`src/rtl/instruction_fetch_stage.sv`:
```
// Fetch stage and IF/ID register: owns the PC, issues instruction-memory requests, absorbs stalls
// in a one-entry skid buffer and applies decode redirects. Optional build macro: BRANCH_DELAY_SLOT_EN.
module instruction_fetch_stage #(
    parameter logic [31:0] RESET_PC = 32'h0000_0000
) (
    input  logic        clk,
    input  logic        reset,
    input  logic        Stall,
    input  logic        Redirect,
    input  logic [31:0] RedirectAddress,
    output logic [31:0] IMemAddr,
    output logic        IMemReq,
    input  logic        IMemReady,
    input  logic [31:0] IMemData,
    output logic [31:0] Instr_PC_Plus4,
    output logic [31:0] Instruction,
    output logic        InstrValid,
    output logic [1:0]  DebugState
);

    typedef enum logic [1:0] {
        FETCH   = 2'd0,
        HOLD    = 2'd1,
        DS_WAIT = 2'd2
    } fetchState_t;

    fetchState_t state, nextState;

    logic [31:0] pc, nextPc;
    logic [31:0] ifPc4, nextIfPc4;
    logic [31:0] ifInstr, nextIfInstr;
    logic        ifValid, nextIfValid;
    logic [31:0] skidData, nextSkidData;
    logic [31:0] skidPc4, nextSkidPc4;
    logic        skidValid, nextSkidValid;
    logic [31:0] savedTarget, nextSavedTarget;

    logic        response;
    logic        takeRedirect;
    logic [31:0] target;
    logic [31:0] pcPlus4;

    // Handshake: a word is accepted only in a cycle with IMemReq=1 and IMemReady=1; it belongs to the
    // IMemAddr presented in that same cycle. IMemAddr may move freely while IMemReady=0.
    assign IMemAddr       = pc;
    assign IMemReq        = !reset && (state != HOLD);
    assign Instr_PC_Plus4 = ifPc4;
    assign Instruction    = ifInstr;
    assign InstrValid     = ifValid;
    assign DebugState     = state;

    assign response     = IMemReq && IMemReady;
    assign takeRedirect = Redirect && !Stall;
    assign target       = RedirectAddress & ~32'h0000_0003;
    assign pcPlus4      = pc + 32'd4;

    always_comb begin
        nextState       = state;
        nextPc          = pc;
        nextIfPc4       = ifPc4;
        nextIfInstr     = ifInstr;
        nextIfValid     = ifValid;
        nextSkidData    = skidData;
        nextSkidPc4     = skidPc4;
        nextSkidValid   = skidValid;
        nextSavedTarget = savedTarget;

        case (state)
            FETCH: begin
                if (takeRedirect) begin
`ifdef BRANCH_DELAY_SLOT_EN
                    // The word at branch PC+4 is the delay slot; keep it if it arrives now.
                    if (response) begin
                        nextIfPc4   = pcPlus4;
                        nextIfInstr = IMemData;
                        nextIfValid = 1'b1;
                        nextPc      = target;
                    end else begin
                        nextSavedTarget = target;
                        nextIfValid     = 1'b0;
                        nextState       = DS_WAIT;
                    end
`else
                    nextPc        = target;
                    nextIfValid   = 1'b0;
                    nextSkidValid = 1'b0;
`endif
                end else if (response) begin
                    nextPc = pcPlus4;
                    if (Stall) begin
                        nextSkidData  = IMemData;
                        nextSkidPc4   = pcPlus4;
                        nextSkidValid = 1'b1;
                        nextState     = HOLD;
                    end else begin
                        nextIfPc4   = pcPlus4;
                        nextIfInstr = IMemData;
                        nextIfValid = 1'b1;
                    end
                end else if (!Stall) begin
                    nextIfValid = 1'b0;
                end
            end

            HOLD: begin
                if (!Stall) begin
                    nextSkidValid = 1'b0;
                    nextState     = FETCH;
`ifdef BRANCH_DELAY_SLOT_EN
                    nextIfPc4   = skidPc4;
                    nextIfInstr = skidData;
                    nextIfValid = 1'b1;
                    if (takeRedirect) nextPc = target;
`else
                    if (takeRedirect) begin
                        nextPc      = target;
                        nextIfValid = 1'b0;
                    end else begin
                        nextIfPc4   = skidPc4;
                        nextIfInstr = skidData;
                        nextIfValid = 1'b1;
                    end
`endif
                end
            end

            DS_WAIT: begin
`ifdef BRANCH_DELAY_SLOT_EN
                if (response) begin
                    nextPc    = savedTarget;
                    nextState = FETCH;
                    if (Stall) begin
                        nextSkidData  = IMemData;
                        nextSkidPc4   = pcPlus4;
                        nextSkidValid = 1'b1;
                        nextState     = HOLD;
                    end else begin
                        nextIfPc4   = pcPlus4;
                        nextIfInstr = IMemData;
                        nextIfValid = 1'b1;
                    end
                end else if (!Stall) begin
                    nextIfValid = 1'b0;
                end
`else
                nextState = FETCH;
`endif
            end

            default: nextState = FETCH;
        endcase
    end

    always_ff @(posedge clk or posedge reset) begin
        if (reset) begin
            state       <= FETCH;
            pc          <= RESET_PC;
            ifPc4       <= 32'd0;
            ifInstr     <= 32'd0;
            ifValid     <= 1'b0;
            skidData    <= 32'd0;
            skidPc4     <= 32'd0;
            skidValid   <= 1'b0;
            savedTarget <= 32'd0;
        end else begin
            state       <= nextState;
            pc          <= nextPc;
            ifPc4       <= nextIfPc4;
            ifInstr     <= nextIfInstr;
            ifValid     <= nextIfValid;
            skidData    <= nextSkidData;
            skidPc4     <= nextSkidPc4;
            skidValid   <= nextSkidValid;
            savedTarget <= nextSavedTarget;
        end
    end

endmodule

```
`config.mk`:
```
export PLATFORM = sky130hd
export DESIGN_NAME = instruction_fetch_stage
export DESIGN_NICKNAME = d
export VERILOG_FILES = /design/src/rtl/instruction_fetch_stage.sv
export SDC_FILE = /design/constraint.sdc
export NUM_CORES = 1
export LEC_CHECK = 0
export ABC_AREA = 1
export CORE_MARGIN = 2
export CORE_UTILIZATION = 51
export CTS_BUF_LIST = sky130_fd_sc_hd__clkbuf_8
export DETAILED_ROUTE_END_ITERATION = 6
export PLACE_DENSITY = 0.8
export REMOVE_ABC_BUFFERS = 1
export SYNTH_ARGS = -nofsm -noshare
export SYNTH_HDL_FRONTEND = slang
export SYNTH_SLANG_ARGS = --single-unit
```
`constraint.sdc`:
```
create_clock -name clk -period 9.1 [get_ports clk]
set_input_delay 1.365 -clock clk [delete_from_list [all_inputs] [get_ports clk]]
set_output_delay 1.365 -clock clk [all_outputs]
set_load 0.01 [all_outputs]
```
After elaboration in Yosys (flattened, before gate mapping)
Index checks and enable logic that the tools add are counted.
Cells by class
  $add $sub $neg: 1
  equality and inequality tests: 11
  mux-type cells: 29
  bitwise logic cells: 1
  reductions and logical operators: 12
Operators by type and width (number)
  32-bit two-way mux: 14
  32-bit one-hot mux with 2 select lines: 3
  32-bit by 3-bit adder with 32-bit output, second input constant: 1
  2-bit inequality test, second input constant: 7
  4-bit AND reduction: 3
  2-bit two-way mux: 4
  1-bit two-way mux: 6
  3-bit inequality test, second input constant: 2
  6-bit AND reduction: 1
  2-bit one-hot mux with 2 select lines: 1
  1-bit logical AND: 3
  3-bit AND reduction: 1
  2-bit by 1-bit == test with 1-bit output, second input constant: 1
  1-bit zero test: 2
  2-bit zero test: 1
  2-bit by 1-bit inequality test with 1-bit output, second input constant: 1
  1-bit one-hot mux with 2 select lines: 1
  2-bit nonzero test: 1
  1-bit NOT: 1
Word-level totals
  flip-flop bits (word level): 163
  input bits: 69
  output and inout bits: 100
  logic and storage cells: 61

Depth between registers and ports, before layout
  depth after elaboration: 6
  depth in mapped cells: 10
  depth with buffers taken out: 10

Worst setup path after synthesis
OpenSTA, ideal clock, no wires.
  kind: input port to output port
  from: in reset
  to: out IMemReq
  arrival time: 1.531 ns
  required time: 7.735 ns
  slack: 6.204 ns
  stages: 1
  path buffers: 0
  path through: nor2_2
Between the ends
  cells in the longest elaborated chain, start to end: 2
Ends and longest elaborated chain
  start, declared: line 7  | input logic reset,
  1-bit zero test (no source line)
  1-bit logical AND: line 46  | assign IMemReq = !reset && (state != HOLD);
  end, declared: line 12  | output logic IMemReq,
No other way between the ends.

Worst setup path in the final report
Ends and elaborated chain as after synthesis.

==> results.cfg <==
[power_and_ir_drop]
p_per_area_mw_per_mm2 = 295
peakVddDrop_mv = 0.148
power_leakage_nw = 4.75

[timing]
setup_tns_ns = 0
worstMarginPinSlew_ns = 1.15
rsz0062_at_grt = false
fin_crit_ns = 3.98
slew_headroom_pct = 23.3
hold_violations = 0
final-setup-viol-count = 0
maxSlewViolCount = 0
skew_ns = 0.00742
setup_ws_ns = 5.12
fmax_ghz = 0.252
fin_crit_sh_pct = 43.7

[finish]
area_growth_pct = 25.9
multi_input_area_mm2 = 0.00320
regArea_mm2 = 0.00390
postLayoutCellArea_mm2 = 0.00971
final_nets = 1234
num-fill-cells = 1261
layout-drive-gt1-share_pct = 4.68

[setup_path]
ff2ff_path_depth = 9
crit_required_ns = 7.74
cp.buffers_inverters = 2
cp_max_fo = 3
reg2reg_from = DebugState[0]
endpoint_kind = primary output
worstPathArrival_ns = 2.61
cp.depth = 3
crit_top_cell = clkdlybuf4s50_1
crit_path_max_incr_delay_ns = 0.57
cp_top_family = buffers and inverters
startpoint = reset
path_class = input pin to primary output
crit_chain = clkdlybuf4s50_1 -> nor2_2 -> clkdlybuf4s50_1
cp-start-kind = input pin
cp_slowest_cell = clkdlybuf4s50_1

[global_route]
gr-usage-all-layers_pct = 24.6
grt_pass1_wl_um = 31600
grt_max_degree = 89
grt_pass1_vias = 6320
antenna_found_initial = 1
grt_overflow_total = 0

[routing]
drt_wl_total_um = 19300
initialDrtViolationCount = 491
first_pass_iters = 5
ant_nets = 0
vias = 6989
wl_per_cell_um = 14.2
avgViaCountPerCell = 5.14
drc = 0

[clock_tree]
cts_tree = yes
clock_latency_ns = 0.46
ctsHtreeMaxLevel = 4
clk_path_buf_depth = 2
clk_pin_slew_ns = 0.08
clock_sinks = 156
cts_buffers = 17
cts.repair.resized = 0
cts-root-buf = clkbuf_8
hold_buffers = 0
post_cts_buffers = 0

[yosys]
synth_common_cells = 359 x nand2_1, 156 x dfrtp_1, 121 x o21ai_0
ys_seq_area_share_pct = 50.6
postSynthCellCount = 1029
yosys.area.top_type = dfrtp_1
synth.most_common_cell = nand2_1
synthArstFlopShare_pct = 100
ys_warn_count = 0
syn_area_per_cell_um2 = 7.49
synth_top_flop_cell = dfrtp_1
synthTopCellsByArea = dfrtp_1 51%, nand2_1 17%, o21ai_0 7.9%
synth_seq_cells = 156
synth-edff-count = 0
synth_top_cell_area_share_pct = 50.6
syn_area_mm2 = 0.00771
synth_cell_types = 29

[die]
dieArea_mm2 = 0.0161
ios = 169
die_h_um = 127
start_util_pct = 52.7
core_mm2 = 0.0146
die_x_um = 127
row_count = 44

[hold_path]
hp-start = Instr_PC_Plus4[25]
hp-class = flop to flop
holdPathStages = 2

[placed_design]
numPortBuffers = 161
post_dp_cell_area_mm2 = 0.00934
dp_hpwl_um = 12900
pre_cts_ws_ns = 4.85
gp_congestion = 0.902

[run_status]
status = completed

[run]
maxCapViolCount = 0
## cells in the final DEF (no fill, tap or decap), drive strengths merged
cell type,synthesis,routed
nand2,365,365
o21ai,167,167
clkdlybuf4s50,0,161
dfrtp,156,156
inv,95,100
nor2,87,87
nand3,43,43
a21oi,40,40
clkbuf,21,18
conb,1,5
xor2,4,4
o22ai,4,4
clkinvlp,0,4
buf,34,4
clkinv,0,4
and2,3,3
ha,3,3
xnor2,2,2
diode,0,1
nand4,1,1
nand3b,1,1
a31oi,1,1
o211ai,1,1
bufinv,0,1
## state kept, by name, summed over array words and instances (netlist names)
| signal | count |
|---|---|
| skidPc4 | 30 |
| Instruction | 32 |
| IMemAddr | 30 |
| DebugState | 1 |
| InstrValid | 1 |
| Instr_PC_Plus4 | 30 |
| skidData | 32 |
## metal layers
layer / GRT usage [%] / up-vias / part of all wire (%)
met3: 4.98 / 32 / 5.4
met5: 0 / - / 0
li1: - / 3506 / -
met1: 34.1 / 3235 / 46
met2: 38.0 / 216 / 46
met4: 10.0 / 0 / 2.7
## final cells by class
cell class,instances,area share [%]
antenna,1,0.0258
clock buffer,18,2.55
tap,184,2.37
clock inverter,14,1.25
timing repair buffer,165,16.9
inverter,95,3.72
sequential,156,40.2
multi-input combinational,727,33.0
## report_power, final
part           internal (mW)  switching, mW
registers              0.977          0.207
clock network          0.223          0.271
logic                  0.570          0.618
total                   1.77           1.10
## worst register-to-register path, delay by kind of cell, from the launching register on
kind / cells / cell delay, ns
AND/OR/NAND/NOR: 1 / 0.55
buffers and inverters: 5 / 2.17
flip-flops: 1 / 0.36
AO/OA/AOI/OAI: 3 / 0.39
## path summary, 6_finish.rpt
kind	endpoint	slack [ns]
max in group asynchronous	skidPc4[6]	6.33
worst min-delay path	Instr_PC_Plus4[25]	0.48
worst max register to register	Instr_PC_Plus4[13]	5.49
worst min register to register	Instr_PC_Plus4[25]	0.48
worst max-delay path	IMemReq	5.12
min in group asynchronous	skidData[31]	1.43
## through the flow
| step | cells | hold WS, ns | util [%] | total power, mW |
|---|---|---|---|---|
| 5_1_grt | 1360 | 0.507 | 66.3 | 3.09 |
| 2_1_floorplan | 978 | 0.444 | - | 1.77 |
| 3_3_place_gp | 1327 | 0.458 | 63.8 | 2.35 |
| 3_5_place_dp | 1327 | 0.461 | 63.8 | 2.38 |
| 6_report | 1360 | 0.482 | 66.3 | 2.87 |
| 4_1_cts | 1359 | 0.484 | 66.3 | 2.88 |
## kinds of logic after synthesis
kind of cell | Yosys count | share of synthesized area (%)
compound gates | 213 | 14.0
fa+ha+maj | 3 | 0.487
flops | 156 | 50.6
buf+inv | 150 | 8.15
simple gates | 500 | 26.0
other cells | 1 | 0.0486
xor+xnor | 6 | 0.681
(Power assumes the default switching activity.)
